===== src/rtl/fifo_sync.sv =====
// Single-clock FIFO with registered read data and full/empty flags.
// Optional status outputs (count, overflow, underflow) are enabled by defining FIFO_SYNC_STATUS_EN.
module fifo_sync #(
    parameter int DATA_WIDTH = 5,
    parameter int DEPTH      = 8,
    parameter int ADDR_WIDTH = $clog2(DEPTH)
) (
    input  logic                  clock,
    input  logic                  rst,
    input  logic [DATA_WIDTH-1:0] din,
    input  logic                  wen,
    input  logic                  ren,
    output logic [DATA_WIDTH-1:0] dout,
    output logic                  full,
    output logic                  empty
`ifdef FIFO_SYNC_STATUS_EN
    ,
    output logic [ADDR_WIDTH:0]   count,
    output logic                  overflow,
    output logic                  underflow
`endif
);

    localparam logic [ADDR_WIDTH:0] PTR_ONE = {{ADDR_WIDTH{1'b0}}, 1'b1};

    logic [DATA_WIDTH-1:0] mem [DEPTH];
    logic [ADDR_WIDTH:0]   wptr;
    logic [ADDR_WIDTH:0]   rptr;
    logic                  wr_acc;
    logic                  rd_acc;

    // Pointers carry an extra wrap bit so full and empty are distinguishable.
    assign empty  = (wptr == rptr);
    assign full   = (wptr[ADDR_WIDTH-1:0] == rptr[ADDR_WIDTH-1:0]) &&
                    (wptr[ADDR_WIDTH] != rptr[ADDR_WIDTH]);
    assign rd_acc = ren & ~empty;
    assign wr_acc = wen & (~full | rd_acc);

    always_ff @(posedge clock or negedge rst) begin
        if (!rst) begin
            wptr <= '0;
            rptr <= '0;
            dout <= '0;
        end else begin
            if (wr_acc)
                wptr <= wptr + PTR_ONE;
            if (rd_acc) begin
                rptr <= rptr + PTR_ONE;
                dout <= mem[rptr[ADDR_WIDTH-1:0]];
            end
        end
    end

    // Storage is deliberately not reset.
    always_ff @(posedge clock) begin
        if (wr_acc)
            mem[wptr[ADDR_WIDTH-1:0]] <= din;
    end

`ifdef FIFO_SYNC_STATUS_EN
    assign count = wptr - rptr;

    always_ff @(posedge clock or negedge rst) begin
        if (!rst) begin
            overflow  <= 1'b0;
            underflow <= 1'b0;
        end else begin
            overflow  <= wen & full & ~rd_acc;
            underflow <= ren & empty;
        end
    end
`endif

endmodule


===== config.mk =====
export PLATFORM = sky130hd
export DESIGN_NAME = fifo_sync
export DESIGN_NICKNAME = d
export VERILOG_FILES = /design/src/rtl/fifo_sync.sv
export SDC_FILE = /design/constraint.sdc
export NUM_CORES = 1
export LEC_CHECK = 0
export ABC_AREA = 0
export CORE_MARGIN = 3
export CORE_UTILIZATION = 57
export DETAILED_ROUTE_END_ITERATION = 10
export PLACE_DENSITY = 0.78
export SETUP_SLACK_MARGIN = 0.15
export SLEW_MARGIN = 15
export SYNTH_ARGS = -nofsm -noshare
export SYNTH_HDL_FRONTEND = slang
export SYNTH_SLANG_ARGS = --single-unit

===== constraint.sdc =====
create_clock -name clock -period 2.51 [get_ports clock]
set_input_delay 0.6275 -clock clock [delete_from_list [all_inputs] [get_ports clock]]
set_output_delay 0.6275 -clock clock [all_outputs]
set_load 0.005 [all_outputs]

==> results of run 1 <==
==> state kept, by name, summed over array words and instances, names as in the netlist <==
| register | flops |
|---|---|
| mem | 40 |
| dout | 5 |
| rptr | 4 |
| wptr | 4 |
==> where the power goes <==
part | internal, mW | total, mW | switching (mW) | leakage (nW)
Combinational | 0.760 | 1.37 | 0.610 | 0.418
Sequential | 1.17 | 1.34 | 0.173 | 0.511
Clock | 0.294 | 0.562 | 0.268 | 0.0518
==> worst min-delay path, stage by stage, from the launching register on <==
cell,delay [ps]
dfrtp_1,360
nand2_1,50
o21ai_1,60
==> logic make-up after synthesis <==
logic type / share of synthesized area, %
simple gates: 5.340
xor+xnor: 5.678
mux: 13.38
compound gates: 3.205
fa+ha+maj: 1.124
flops: 68.58
buf+inv: 2.697
==> per-layer routing <==
layer / track usage (%) / up-vias
met5: 0 / -
met4: 6.700 / 0
met3: 3.890 / 4
met2: 32.18 / 37
met1: 25.54 / 574
li1: - / 541
==> what timing repair did <==
action                                  CTS  global route
endpoints found under the setup margin    2             2
gates resized for setup                  10             2
pin swaps                                 4             3
cloned                                    0             0
setup buffers                             6             3
hold buffers                              0             0
==> stage by stage <==
step / instances / setup WS [ps] / hold WS [ps] / instance area, um^2
after floorplan: 127 / 690.0 / 331.9 / 2226
after global placement: 191 / 355.6 / 466.8 / 2451
after detailed placement: 191 / 253.0 / 476.8 / 2451
after CTS: 205 / 155.1 / 497.7 / 2659
after global routing: 208 / 142.8 / 512.6 / 2685
final: 208 / 226.2 / 503.9 / 2685
==> synth_stat cells, drive strengths merged <==
| cell | n |
|---|---|
| clkbuf | 2 |
| nand2 | 7 |
| mux2i | 5 |
| o21ai | 7 |
| inv | 4 |
| xnor2 | 8 |
| o211ai | 1 |
| nand2b | 2 |
| nand4 | 1 |
| ha | 2 |
| nor2 | 6 |
| mux4 | 10 |
| edfxtp | 40 |
| buf | 5 |
| a41o | 1 |
| nor4 | 1 |
| nor3 | 4 |
| dfrtp | 13 |
| o21bai | 1 |
| xor2 | 3 |
| nand3 | 2 |
| mux2 | 2 |
==> layout make-up <==
class                   instances  area share, %
repair buffers                 32          10.44
clock inverters                 3          1.538
inverters                       4         0.5592
multi-input cells              63          25.49
clock buffers                   5          2.563
flip-flops and latches         53          57.18
well taps                      48          2.237
==> path summary, 6_finish.rpt <==
kind	start	end	slack, ps	cells after the start
setup reg to reg	rptr[1]	rptr[1]	660	5
hold / removal	dout[2]	dout[2]	500	2
setup / recovery	rptr[0]	full	230	4
max in group asynchronous	rst	wptr[0]	1400	1
min in group asynchronous	rst	rptr[2]	680	1
hold reg to reg	dout[2]	dout[2]	500	2
==> impl_metrics.env, run 1 <==
export IMPL_utilization_pct=72.26
export IMPL_ys_warn_count=0
export IMPL_total_power_mw=3.274
export IMPL_mostFrequentLayoutCells="40 x edfxtp_1, 17 x buf_4, 14 x clkdlybuf4s50_1, 10 x mux4_2"
export IMPL_fin_nets=170
export IMPL_synth_cell_types=28
export IMPL_startpoint_type="flop"
export IMPL_die_area_um2=4691
export IMPL_die_x_um=68.49
export IMPL_clkSinkCount=53
export IMPL_worstMarginPinSlew_ps=581.6
export IMPL_min_period_ps=2284
export IMPL_post_synth_cell_area_avg_um2=17.53
export IMPL_syn_num_nets=138
export IMPL_rsz0062_at_grt="false"
export IMPL_grt_overflow=0
export IMPL_antenna_found_initial=0
export IMPL_routabilityCongestion=0.7853
export IMPL_path_clk_slew_ps=100
export IMPL_die_h_um=68.49
export IMPL_insertion_delay_ps=300
export IMPL_crit_family="buffers and inverters"
export IMPL_first_pass_iters=4
export IMPL_avgRoutedWirePerCell_um=19.01
export IMPL_grt_total_usage_pct=19.37
export IMPL_drive_above_1_share_pct=29.38
export IMPL_vias_per_cell=5.558
export IMPL_drt_iter0_drc=90
export IMPL_fmax_mhz=437.9
export IMPL_synthesis_area_um2=2226
export IMPL_path_max_fanout=3
export IMPL_multi_input_area_um2=684.4
export IMPL_synth_seq_cells=53
export IMPL_cp_end_kind="output port"
export IMPL_synth_seq_area_share_pct=68.58
export IMPL_leakagePower_nw=0.9802
export IMPL_power_density_nw_per_um2=1219
export IMPL_synth_top_area_cell="edfxtp_1"
export IMPL_grt_max_degree=17
export IMPL_synth_cells=127
export IMPL_hold_violations=0
export IMPL_finalMaxSlewViolations=0
export IMPL_finalSetupViolations=0
export IMPL_grt_pass1_wl_um=6210
export IMPL_path_buf_inv=2
export IMPL_core_area_um2=3716
export IMPL_clockBufferDepth=2
export IMPL_routed_wl_um=3954
export IMPL_htreeDepth=2
export IMPL_portBuffers=15
export IMPL_io_pins=16
export IMPL_relSlewSlack_pct=61.11
export IMPL_fin_skew_ps=14.19
export IMPL_dr_total_vias=1156
export IMPL_regArea_um2=1535
export IMPL_max_cap_violations=0
export IMPL_num_rows=22
export IMPL_cts_tree="built"
export IMPL_path_cells="xnor2_4 > nand4_4 > inv_1 > clkdlybuf4s50_1"
export IMPL_area_delta_synth_final_pct=20.63
export IMPL_n_antenna_cell=0
export IMPL_cpMaxStageDelayCell="clkdlybuf4s50_1"
export IMPL_critPathKind="reg2out"
export IMPL_wl_met1_um=1589
export IMPL_dr_max_layer_used="met4"
export IMPL_start_util_pct=59.90
export IMPL_cts_root_buf="clkbuf_8"
export IMPL_drc=0
export IMPL_wl_met2_um=2124
export IMPL_n_fill_cell=240
export IMPL_ir_drop_uv=546.4
export IMPL_status="complete, no violations"
export IMPL_setup_tns_final_ps=0
export IMPL_grt_pass1_vias=1200
export IMPL_synth_top_area_share_pct=53.96
export IMPL_final_common_cell="edfxtp_1"
export IMPL_ant_nets=0
export IMPL_cpPeakStageDelay_ps=490
export IMPL_post_dp_hpwl_um=2666
export IMPL_synth_area_leaders="edfxtp_1 54%, dfrtp_1 15%, mux4_2 10%"
export IMPL_met3_length_um=200
export IMPL_arrival_ps=1660
export IMPL_timing_final_crit_share_pct=90.99
export IMPL_hold_path_class="reg2reg"
export IMPL_critPathRequiredTime_ps=1880
export IMPL_cts_buffers=5
(Power assumes the default switching activity.)
==> run 2: changes to the inputs <==
- CORE_UTILIZATION: 57 -> 52
- PLACE_DENSITY: 0.78 -> 0.75
- clock period: 2.51 -> 2.1 ns (I/O delays scaled with it)
==> run 2 against run 1 <==
- die area increased by 8.8%
- non-clock buffer count increased by 7
- routed wire length increased by 3.3%
- clock skew decreased by 6.8 ps
- first-iteration DRC count decreased by 40%
- design area decreased by 0.14%
- global-route usage decreased by 1.2 points
- utilization decreased by 6.2 points
- clock-buffer cell count increased by 1
- register-to-register slack got worse by 390 ps
- combinational power increased by 25%
- critical endpoint unchanged
==> impl_metrics.env, run 2 (synthesis results as in run 1) <==
export IMPL_status="complete, no violations"
export IMPL_fmax_mhz=530.6
export IMPL_setup_tns_final_ps=0
export IMPL_finalSetupViolations=0
export IMPL_ir_drop_uv=642.3
export IMPL_routed_wl_um=4083
export IMPL_fin_skew_ps=7.434
export IMPL_num_rows=23
export IMPL_rr_endpoint="mem[4][4]"
export IMPL_holdPathStages=2
export IMPL_largest_register_ffs=40
export IMPL_startpoint_type="flop"
export IMPL_grt_overflow=0
export IMPL_vias_per_cell=5.664
export IMPL_die_x_um=71.43
export IMPL_timing_final_crit_share_pct=89.75
export IMPL_insertion_delay_ps=300
export IMPL_reg2reg_from="wptr[0]"
export IMPL_worstMarginPinSlew_ps=583.2
export IMPL_stdcell_count=217
export IMPL_hold_path_class="reg2reg"
export IMPL_antenna_found_initial=0
export IMPL_routabilityCongestion=0.7075
export IMPL_r2r_setup_slack_ps=270
export IMPL_die_h_um=71.43
export IMPL_reg2reg_depth=7
export IMPL_total_power_mw=3.910
export IMPL_mostFrequentLayoutCells="40 x edfxtp_1, 24 x buf_4, 13 x clkdlybuf4s50_1, 12 x dfrtp_1, 10 x mux4_2"
export IMPL_cts_root_buf="clkbuf_8"
export IMPL_fin_nets=177
export IMPL_htreeDepth=2
export IMPL_n_fill_cell=267
export IMPL_grt_total_usage_pct=18.17
export IMPL_grt_pass1_wl_um=6762
export IMPL_power_density_nw_per_um2=1458
export IMPL_grt_pass1_vias=1322
export IMPL_drc=0
export IMPL_clockBufferDepth=2
export IMPL_relSlewSlack_pct=61.00
export IMPL_cp_end_kind="output port"
export IMPL_path_max_fanout=2
export IMPL_avgRoutedWirePerCell_um=18.82
export IMPL_rsz0062_at_grt="true"
export IMPL_place_inst=199
export IMPL_start_util_pct=54.86
export IMPL_drt_iter0_drc=54
export IMPL_cts_buffers=5
export IMPL_core_area_um2=4058
export IMPL_portBuffers=15
export IMPL_min_to="dout[2]"
export IMPL_leakagePower_nw=1.004
export IMPL_grt_max_degree=17
export IMPL_area_delta_synth_final_pct=20.46
export IMPL_utilization_pct=66.08
export IMPL_dr_total_vias=1229
export IMPL_first_pass_iters=4
export IMPL_max_cap_violations=0
export IMPL_die_area_um2=5102
export IMPL_ant_nets=0
export IMPL_fin_ws_ps=215.2
export IMPL_critPathRequiredTime_ps=1570
export IMPL_finalMaxSlewViolations=0
export IMPL_critPathKind="reg2out"
export IMPL_holdCritStartpoint="dout[2]"
export IMPL_min_period_ps=1885
export IMPL_clkSinkCount=53
export IMPL_post_dp_hpwl_um=2636
export IMPL_final_common_cell="edfxtp_1"
export IMPL_io_pins=16
export IMPL_drive_above_1_share_pct=30.54
export IMPL_hold_violations=0
export IMPL_place_ws_ps=52.79
export IMPL_arrival_ps=1360
export IMPL_path_clk_slew_ps=90
export IMPL_n_antenna_cell=0
export IMPL_cts_tree="built"
-- run 2: cell count changes in the layout (fill, tap and decap cells not counted), moves of 3 or more --
| cell | delta |
|---|---|
| buf_4 | +7 |
| dfrtp_1 | +6 |
| dfrtp_2 | -6 |
| xnor2_2 | +3 |
| xnor2_4 | -3 |
-- run 2: critical path, cell delays in order (launching register included) --
cell and delay [ps]:
dfrtp_1 430, xnor2_2 200, buf_4 150, nand4_4 80, inv_1 80, clkbuf_2 120
-- run 2: final cells by class --
class	count	area [um^2]	area share, %
sequential	53	1528	56.98
clock inverter	2	38.79	1.447
timing repair buffer	39	320.3	11.95
tap	50	62.56	2.333
multi-input combinational	63	644.4	24.03
inverter	4	15.01	0.5600
clock buffer	6	72.57	2.706
-- run 2: how the worst max path moves through the flow --
| stage | from | to | slack [ps] | cells past startpoint |
|---|---|---|---|---|
| after floorplan | wptr[0] | mem[0][0] | 280 | 5 |
| after global placement | wen | mem[2][1] | 140 | 5 |
| after detailed placement | ren | mem[4][4] | 50 | 4 |
| after CTS | wptr[1] | full | 150 | 5 |
| after global routing | rptr[0] | full | 150 | 5 |
| final | rptr[0] | full | 220 | 5 |
-- run 2: per-layer routing --
metal	wire length, um	global-route usage (%)	up-vias	share of wire, %
met5	0	0	-	0
met3	199	4.628	8	4.9
met1	1633	23.17	632	40
met4	69	6.263	0	1.7
met2	2181	30.41	37	53
li1	-	-	552	-
-- run 2: repair_timing --
| item | in CTS | in global routing |
|---|---|---|
| setup endpoints to repair | 2 | 2 |
| hold buffers | 0 | 0 |
| gates resized for setup | 4 | 5 |
| pin swaps | 5 | 3 |
| buffers inserted | 10 | 0 |
-- run 2: through the flow --
stage               hold slack [ps]  cell area [um^2]
finish                        493.6              2681
CTS                           499.6              2685
global route                  526.4              2681
detailed placement            479.0              2499
floorplan                     229.4              2226
global placement              466.8              2499
-- run 2: where the power goes --
group / internal [mW] / leakage (nW) / switching, mW
clock network: 0.358 / 0.0554 / 0.318
logic: 0.921 / 0.432 / 0.788
registers: 1.38 / 0.517 / 0.141
total: 2.66 / 1.00 / 1.25
==> run 3: changes to the inputs <==
- CTS_CLUSTER_SIZE: unset -> 25
==> results of run 3 <==
No change in the layout: final DEF, timing and power equal those of run 2.
